===== src/rtl/reg_bank_write_ctrl_pkg.sv =====
// Shared definitions for the register-bank write controller: FSM state
// encoding, requester indices and the one-hot register-select decoder.
package reg_ctrl_pkg;

    typedef enum logic [1:0] {
        ST_IDLE  = 2'd0,
        ST_WRITE = 2'd1,
        ST_SWEEP = 2'd2
    } state_t;

    localparam logic REQ0 = 1'b0;
    localparam logic REQ1 = 1'b1;

    // Widest bank the decoder supports; callers truncate to their own width.
    localparam int MAX_REGS = 256;

    function automatic logic [MAX_REGS-1:0] onehot_decode(input logic [7:0] idx);
        onehot_decode      = '0;
        onehot_decode[idx] = 1'b1;
    endfunction

endpackage


===== src/rtl/reg_bank_write_ctrl_if.sv =====
// Requester handshakes plus the write bus into the per-register flip-flops.
// master = requesters and register bank side, slave = the write controller.
interface reg_bank_write_ctrl_if #(
    parameter int NrOfBits = 32,
    parameter int NrOfRegs = 32,
    parameter int AddrBits = 5
);
    logic                req0_valid;
    logic [AddrBits-1:0] req0_addr;
    logic [NrOfBits-1:0] req0_data;
    logic                req0_ready;
    logic                req1_valid;
    logic [AddrBits-1:0] req1_addr;
    logic [NrOfBits-1:0] req1_data;
    logic                req1_ready;
    logic [NrOfRegs-1:0] wr_en;
    logic [NrOfBits-1:0] wr_data;

    modport master (
        output req0_valid, req0_addr, req0_data,
        output req1_valid, req1_addr, req1_data,
        input  req0_ready, req1_ready, wr_en, wr_data
    );

    modport slave (
        input  req0_valid, req0_addr, req0_data,
        input  req1_valid, req1_addr, req1_data,
        output req0_ready, req1_ready, wr_en, wr_data
    );
endinterface


===== src/rtl/reg_bank_write_ctrl_rr_arbiter2.sv =====
// Two-requester round-robin picker. On a tie the requester that did not win
// last time is chosen; last_grant only moves on Tick edges where the
// controller actually accepts a request (enable high).
module rr_arbiter2 (
    input  logic Clock,
    input  logic Reset,
    input  logic Tick,
    input  logic enable,
    input  logic req0,
    input  logic req1,
    output logic grant,
    output logic grant_valid
);
    logic last_grant;

    // Pick the winner for the current cycle.
    always_comb begin
        grant_valid = req0 | req1;
        if (req0 && req1) begin
            grant = ~last_grant;
        end else begin
            grant = req1;
        end
    end

    // Remember who won so the other side gets the next tie.
    always_ff @(posedge Clock) begin
        if (Reset) begin
            last_grant <= 1'b1;
        end else if (Tick && enable && grant_valid) begin
            last_grant <= grant;
        end
    end
endmodule


===== src/rtl/reg_bank_write_ctrl.sv =====
// Write-port controller for the flip-flop register bank. Arbitrates core
// writeback and debug/loader writes, then drives a one-hot ClockEnable and
// shared write data for one Tick cycle. x0 is never written.
// Optional feature: define REGCTRL_CLEAR_SWEEP_EN to add a clear sweep that
// zeroes x1..x(NrOfRegs-1), one register per Tick cycle.
//
// state    | meaning
// ---------+-------------------------------------------------------------
// ST_IDLE  | waiting; samples clear_req / requesters on Tick edges
// ST_WRITE | latched write presented on wr_en/wr_data, ready pulses
// ST_SWEEP | clear sweep, writing zero to register sweep_ptr
module reg_bank_write_ctrl
    import reg_ctrl_pkg::*;
#(
    parameter int NrOfBits = 32,
    parameter int NrOfRegs = 32,
    parameter int AddrBits = 5
) (
    input  logic Clock,
    input  logic Reset,
    input  logic Tick,
    input  logic clear_req,
    output logic busy,
    reg_bank_write_ctrl_if.slave bus
);
    state_t              state;
    logic [NrOfRegs-1:0] wr_sel_q;
    logic [NrOfBits-1:0] wr_data_q;
    logic [1:0]          rdy_sel_q;

    logic                grant;
    logic                grant_valid;
    logic                sweep_start;
    logic [AddrBits-1:0] win_addr;
    logic [NrOfBits-1:0] win_data;
    logic [NrOfRegs-1:0] win_onehot;

`ifdef REGCTRL_CLEAR_SWEEP_EN
    logic [AddrBits-1:0] sweep_ptr;
    logic [NrOfRegs-1:0] ptr_next_onehot;
    logic [NrOfRegs-1:0] ptr_first_onehot;

    assign sweep_start = clear_req;

    // Select bits for the next sweep target and for the first one (x1).
    always_comb begin
        ptr_next_onehot  = NrOfRegs'(onehot_decode(8'(sweep_ptr) + 8'd1));
        ptr_first_onehot = NrOfRegs'(onehot_decode(8'd1));
    end
`else
    logic unused_clear_req;

    assign sweep_start      = 1'b0;
    assign unused_clear_req = clear_req;
`endif

    rr_arbiter2 u_arb (
        .Clock       (Clock),
        .Reset       (Reset),
        .Tick        (Tick),
        .enable      ((state == ST_IDLE) && !sweep_start),
        .req0        (bus.req0_valid),
        .req1        (bus.req1_valid),
        .grant       (grant),
        .grant_valid (grant_valid)
    );

    // Steer the winning requester's address/data; bit 0 is masked so x0 stays hardwired.
    always_comb begin
        win_addr   = (grant == REQ1) ? bus.req1_addr : bus.req0_addr;
        win_data   = (grant == REQ1) ? bus.req1_data : bus.req0_data;
        win_onehot = NrOfRegs'(onehot_decode(8'(win_addr))) & ~NrOfRegs'(1);
    end

    // Controller FSM; every registered output is updated alongside the state.
    always_ff @(posedge Clock) begin
        if (Reset) begin
            state     <= ST_IDLE;
            wr_sel_q  <= '0;
            wr_data_q <= '0;
            rdy_sel_q <= 2'b00;
`ifdef REGCTRL_CLEAR_SWEEP_EN
            sweep_ptr <= AddrBits'(1);
`endif
        end else if (Tick) begin
            case (state)
                ST_IDLE: begin
                    if (sweep_start) begin
`ifdef REGCTRL_CLEAR_SWEEP_EN
                        state     <= ST_SWEEP;
                        wr_sel_q  <= ptr_first_onehot;
                        wr_data_q <= '0;
`endif
                    end else if (grant_valid) begin
                        state     <= ST_WRITE;
                        wr_sel_q  <= win_onehot;
                        wr_data_q <= win_data;
                        rdy_sel_q <= (grant == REQ1) ? 2'b10 : 2'b01;
                    end
                end
                ST_WRITE: begin
                    state     <= ST_IDLE;
                    wr_sel_q  <= '0;
                    wr_data_q <= '0;
                    rdy_sel_q <= 2'b00;
                end
`ifdef REGCTRL_CLEAR_SWEEP_EN
                ST_SWEEP: begin
                    if (sweep_ptr == AddrBits'(NrOfRegs - 1)) begin
                        state     <= ST_IDLE;
                        wr_sel_q  <= '0;
                        sweep_ptr <= AddrBits'(1);
                    end else begin
                        wr_sel_q  <= ptr_next_onehot;
                        sweep_ptr <= sweep_ptr + AddrBits'(1);
                    end
                end
`endif
                default: begin
                    state     <= ST_IDLE;
                    wr_sel_q  <= '0;
                    wr_data_q <= '0;
                    rdy_sel_q <= 2'b00;
                end
            endcase
        end
    end

    assign bus.wr_en      = wr_sel_q & {NrOfRegs{Tick}};
    assign bus.wr_data    = wr_data_q;
    assign bus.req0_ready = rdy_sel_q[0] & Tick;
    assign bus.req1_ready = rdy_sel_q[1] & Tick;
    assign busy           = (state != ST_IDLE);
endmodule


===== src/flat_wrapper.sv =====
// flat-port wrapper written by rule: the top's interface ports become plain ports
module reg_bank_write_ctrl_flat import reg_ctrl_pkg::*;
#(
    parameter int NrOfBits = 32,
    parameter int NrOfRegs = 32,
    parameter int AddrBits = 5
)
  (Clock, Reset, Tick, clear_req, busy, bus_req0_valid, bus_req0_addr, bus_req0_data, bus_req1_valid, bus_req1_addr, bus_req1_data, bus_req0_ready, bus_req1_ready, bus_wr_en, bus_wr_data);
  reg_bank_write_ctrl_if #(.NrOfBits(NrOfBits), .NrOfRegs(NrOfRegs), .AddrBits(AddrBits)) bus_i ();
  input  logic Clock;
  input  logic Reset;
  input  logic Tick;
  input  logic clear_req;
  output logic busy;
  input wire logic [$bits(bus_i.req0_valid)-1:0] bus_req0_valid;
  input wire logic [$bits(bus_i.req0_addr)-1:0] bus_req0_addr;
  input wire logic [$bits(bus_i.req0_data)-1:0] bus_req0_data;
  input wire logic [$bits(bus_i.req1_valid)-1:0] bus_req1_valid;
  input wire logic [$bits(bus_i.req1_addr)-1:0] bus_req1_addr;
  input wire logic [$bits(bus_i.req1_data)-1:0] bus_req1_data;
  output wire logic [$bits(bus_i.req0_ready)-1:0] bus_req0_ready;
  output wire logic [$bits(bus_i.req1_ready)-1:0] bus_req1_ready;
  output wire logic [$bits(bus_i.wr_en)-1:0] bus_wr_en;
  output wire logic [$bits(bus_i.wr_data)-1:0] bus_wr_data;
  assign bus_i.req0_valid = bus_req0_valid;
  assign bus_i.req0_addr = bus_req0_addr;
  assign bus_i.req0_data = bus_req0_data;
  assign bus_i.req1_valid = bus_req1_valid;
  assign bus_i.req1_addr = bus_req1_addr;
  assign bus_i.req1_data = bus_req1_data;
  assign bus_req0_ready = bus_i.req0_ready;
  assign bus_req1_ready = bus_i.req1_ready;
  assign bus_wr_en = bus_i.wr_en;
  assign bus_wr_data = bus_i.wr_data;
  reg_bank_write_ctrl #(.NrOfBits(NrOfBits), .NrOfRegs(NrOfRegs), .AddrBits(AddrBits)) u_core (.Clock(Clock), .Reset(Reset), .Tick(Tick), .clear_req(clear_req), .busy(busy), .bus(bus_i));
endmodule

===== config.mk =====
export PLATFORM = sky130hd
export DESIGN_NAME = reg_bank_write_ctrl_flat
export DESIGN_NICKNAME = d
export VERILOG_FILES = /design/src/rtl/reg_bank_write_ctrl_pkg.sv /design/src/rtl/reg_bank_write_ctrl_if.sv /design/src/rtl/reg_bank_write_ctrl_rr_arbiter2.sv /design/src/rtl/reg_bank_write_ctrl.sv /design/src/flat_wrapper.sv
export SDC_FILE = /design/constraint.sdc
export NUM_CORES = 1
export LEC_CHECK = 0
export ABC_CLOCK_PERIOD_IN_PS = 2700
export CAP_MARGIN = 20
export CORE_MARGIN = 2
export CORE_UTILIZATION = 43
export DETAILED_ROUTE_END_ITERATION = 16
export PLACE_DENSITY = 0.93
export SYNTH_ARGS = -nofsm -noshare
export SYNTH_HDL_FRONTEND = slang
export SYNTH_SLANG_ARGS = --single-unit

===== constraint.sdc =====
create_clock -name Clock -period 2.7 [get_ports Clock]
set_input_delay 0.54 -clock Clock [delete_from_list [all_inputs] [get_ports Clock]]
set_output_delay 0.54 -clock Clock [all_outputs]
set_load 0.1 [all_outputs]

==> results.py <==
metrics = {
    "status": {
        "status": "finished, final reports clean",
    },
    "power_and_ir_drop": {
        "p_sw_frac": 0.2876,
        "intPower_mw": 1.971,
        "p_clk_frac": 0.387,
        "worst_ir_drop_vdd_uv": 381.6,
        "p_leak_nw": 2.024,
        "p_sw_mw": 0.7960,
        "p_per_area_nw_per_um2": 561.2,
        "comb_power_share": 0.234,
        "seq_power_share": 0.379,
    },
    "clocking": {
        "post_cts_buffers": 0,
        "cts_hold_buf": 0,
        "clk_pin_slew_ns": 0.06,
        "insertion_delay_ns": 0.34,
        "root_buffer": "clkbuf_8",
        "numCtsBuffers": 9,
        "ctsLongestPathBuffers": 2,
        "cts_tree": "built",
        "clkSinkCount": 67,
        "htree_levels": 3,
        "post_cts_resized": 0,
    },
    "global_routing": {
        "grt_pass1_vias": 2954,
        "gr-usage-met1": 0.2800,
        "top_usage_layer": "met2",
        "gr-usage-all-layers": 0.2417,
        "grt_max_degree": 37,
        "gr-total-overflow": 0,
        "grt_use_met2": 0.4186,
        "grt_pass1_wl_mm": 14.17,
        "met3_usage": 0.06064,
        "antenna_found_initial": 0,
    },
    "worst_setup_path": {
        "r2r_cells": 5,
        "crit_path_start": "Tick",
        "start_kind": "input pin",
        "cp.required_ns": 2.16,
        "worstPathMaxFanout": 34,
        "reg2reg_from": "u_core.u_arb.last_grant",
        "r2r-end": "u_core.wr_sel_q[11]",
        "max_stage_delay_ns": 0.65,
        "crit_type": "input pin to output pin",
        "r2r_slack_ns": 1.03,
        "cp-end-kind": "output pin",
        "arrival_ns": 1.79,
        "cpMaxStageDelayCell": "clkdlybuf4s50_1",
        "path_cells": "clkdlybuf4s50_1, buf_12, and2_1, buf_12",
        "crit_top_cell": "buf_12",
    },
    "timing": {
        "fin_setup_tns_ns": 0,
        "timing.final.crit_period_ns": 2.328,
        "period_share": 0.8622,
        "worst_slack_ns": 0.3721,
        "finalHoldViolations": 0,
        "final_max_slew_viol_count": 0,
        "finalClockSkew_ns": 0.009799,
        "setup_viol_count_final": 0,
        "rsz0062_at_grt": "false",
        "max_freq_ghz": 0.4296,
    },
    "logic_synthesis": {
        "ys_warn_count": 0,
        "synth_fp_nets": 382,
        "yosysUniqueCellTypes": 34,
        "synth_seq_cells": 67,
        "synthCells": 302,
        "ys_seq_area_frac": 0.4645,
        "syn_area_sq_um": 2888,
        "avgSynthCellArea_sq_um": 9.562,
    },
    "routing": {
        "viasPerCell": 5.547,
        "post_drt_wl_per_cell_um": 16.59,
        "firstDrtPassIters": 8,
        "ant_nets": 0,
        "drc": 0,
        "dr.first_iter.drc_count": 200,
        "vias": 2940,
        "drt_wl_total_mm": 8.793,
    },
    "layout": {
        "fillers": 417,
        "multi_input_area_sq_um": 1430,
        "layout.nets": 528,
        "drive_gt1_frac": 0.2274,
        "syn2layout_area_growth_pct": 70.75,
        "insertedDiodeCount": 0,
        "fin_cells": 530,
        "regArea_sq_um": 1341,
    },
    "floorplanning": {
        "initial_core_util": 0.4496,
        "io_pins": 147,
        "core-area_sq_um": 6422,
        "die_area_sq_um": 7387,
        "std_cell_rows": 29,
        "die_w_um": 85.95,
        "die_h_um": 85.95,
    },
    "place": {
        "place.gp.congestion": 0.8393,
        "dp_worst_setup_slack_ns": 0.2721,
        "dp_hpwl_mm": 6.762,
        "dp.cells": 514,
        "portBuffers": 144,
    },
    "worst_hold_path": {
        "worstHoldEndpoint": "u_core.wr_sel_q[6]",
        "min_path_type": "flip-flop to flip-flop",
        "hp-start": "u_core.wr_sel_q[6]",
        "worstHoldPathCells": 2,
    },
    "flow_run": {
        "maxCapViolations": 0,
    },
}
## cell usage in the layout, fill, tap and decap left out, types with 2 or more instances in the layout
cell type	n
a211o_1	3
a21bo_2	2
a21boi_1	3
a21oi_1	3
a222oi_1	21
a22o_1	15
a2bb2oi_1	11
and2_1	33
buf_12	34
buf_4	46
bufinv_16	4
clkbuf_1	2
clkbuf_8	9
clkdlybuf4s50_1	78
dfxtp_1	67
mux2i_1	15
nand2_1	19
nand2b_1	2
nand3_1	2
nand3b_1	7
nor2_1	39
nor2b_1	3
nor3_1	2
nor3b_2	2
o21ai_1	19
## Yosys cell counts (all sizes together)
master / number / share of area
a2bb2oi: 11 / 0.033
a22o: 15 / 0.045
a211o: 3 / 0.0091
a221o: 1 / 0.0035
nand2b: 2 / 0.0043
buf: 10 / 0.023
o21ai: 20 / 0.035
nor2b: 3 / 0.0065
dfxtp: 67 / 0.46
clkbuf: 13 / 0.017
conb: 1 / 0.0013
o21ba: 1 / 0.0035
a222oi: 21 / 0.073
o31ai: 1 / 0.0074
a21boi: 4 / 0.014
and2: 33 / 0.071
and2b: 1 / 0.0026
o21a: 1 / 0.0026
a21bo: 2 / 0.0069
nand3: 2 / 0.0035
nand3b: 7 / 0.018
mux2i: 15 / 0.052
nor3b: 3 / 0.011
nor2: 39 / 0.051
nor3: 3 / 0.0069
a21oi: 4 / 0.0082
nand2: 19 / 0.025
## per-layer routing
layer,vias to the layer above,wire length [um]
li1,1394,-
met4,0,154
met2,166,4487
met3,17,897
met5,-,0
met1,1363,3253
## critical path, delay by kind of cell
family                 cells  cell delay, ns
AND/OR/NAND/NOR            1            0.20
buffers and inverters      3            1.05
## cell type report
| type | count | share of cell area |
|---|---|---|
| Timing Repair Buffer | 158 | 0.3664 |
| Tap cell | 77 | 0.01954 |
| Clock inverter | 5 | 0.02537 |
| Sequential cell | 67 | 0.2720 |
| Clock buffer | 11 | 0.02664 |
| Multi-Input combinational cell | 212 | 0.2900 |
## power by group through the flow
stage	logic (mW)	clock network [mW]	registers (mW)
2_1_floorplan	0.200	0	1.28
3_3_place_gp	0.633	0	1.07
3_5_place_dp	0.647	0	1.07
4_1_cts	0.649	1.09	1.05
5_1_grt	0.679	1.13	1.05
6_report	0.648	1.07	1.05
## flip-flops by register name, summed over array words and instances, names as in the netlist
register                 flops
u_core.u_arb.last_grant      1
u_core.state                 1
u_core.bus.wr_data          32
u_core.rdy_sel_q             2
u_core.wr_sel_q             31
## worst max path at each step
stage,end,slack (ns)
final,bus_wr_en[28],0.37
after global placement,u_core.wr_sel_q[22],0.34
after CTS,bus_wr_en[28],0.36
after floorplan,bus_wr_en[10],0.47
after global routing,bus_wr_en[21],0.29
after detailed placement,u_core.wr_sel_q[22],0.27
## through the flow
stage	hold slack, ns	power (mW)	util	cell area [sq um]
after floorplan	0.4216	1.480	-	2888
after global placement	0.4320	1.699	0.7278	4674
final	0.4443	2.767	0.7678	4931
after CTS	0.4479	2.783	0.7678	4931
after global routing	0.4674	2.865	0.7678	4931
after detailed placement	0.4391	1.717	0.7278	4674
## cell families after synthesis
family / Yosys count / share of synthesized area
multiplexers: 15 / 0.05199
other: 1 / 0.001299
AO/OA/AOI/OAI: 84 / 0.2418
buffers and inverters: 23 / 0.04029
AND/OR/NAND/NOR: 112 / 0.2002
flip-flops: 67 / 0.4645
Note: power is estimated with default switching activity, not from simulation.
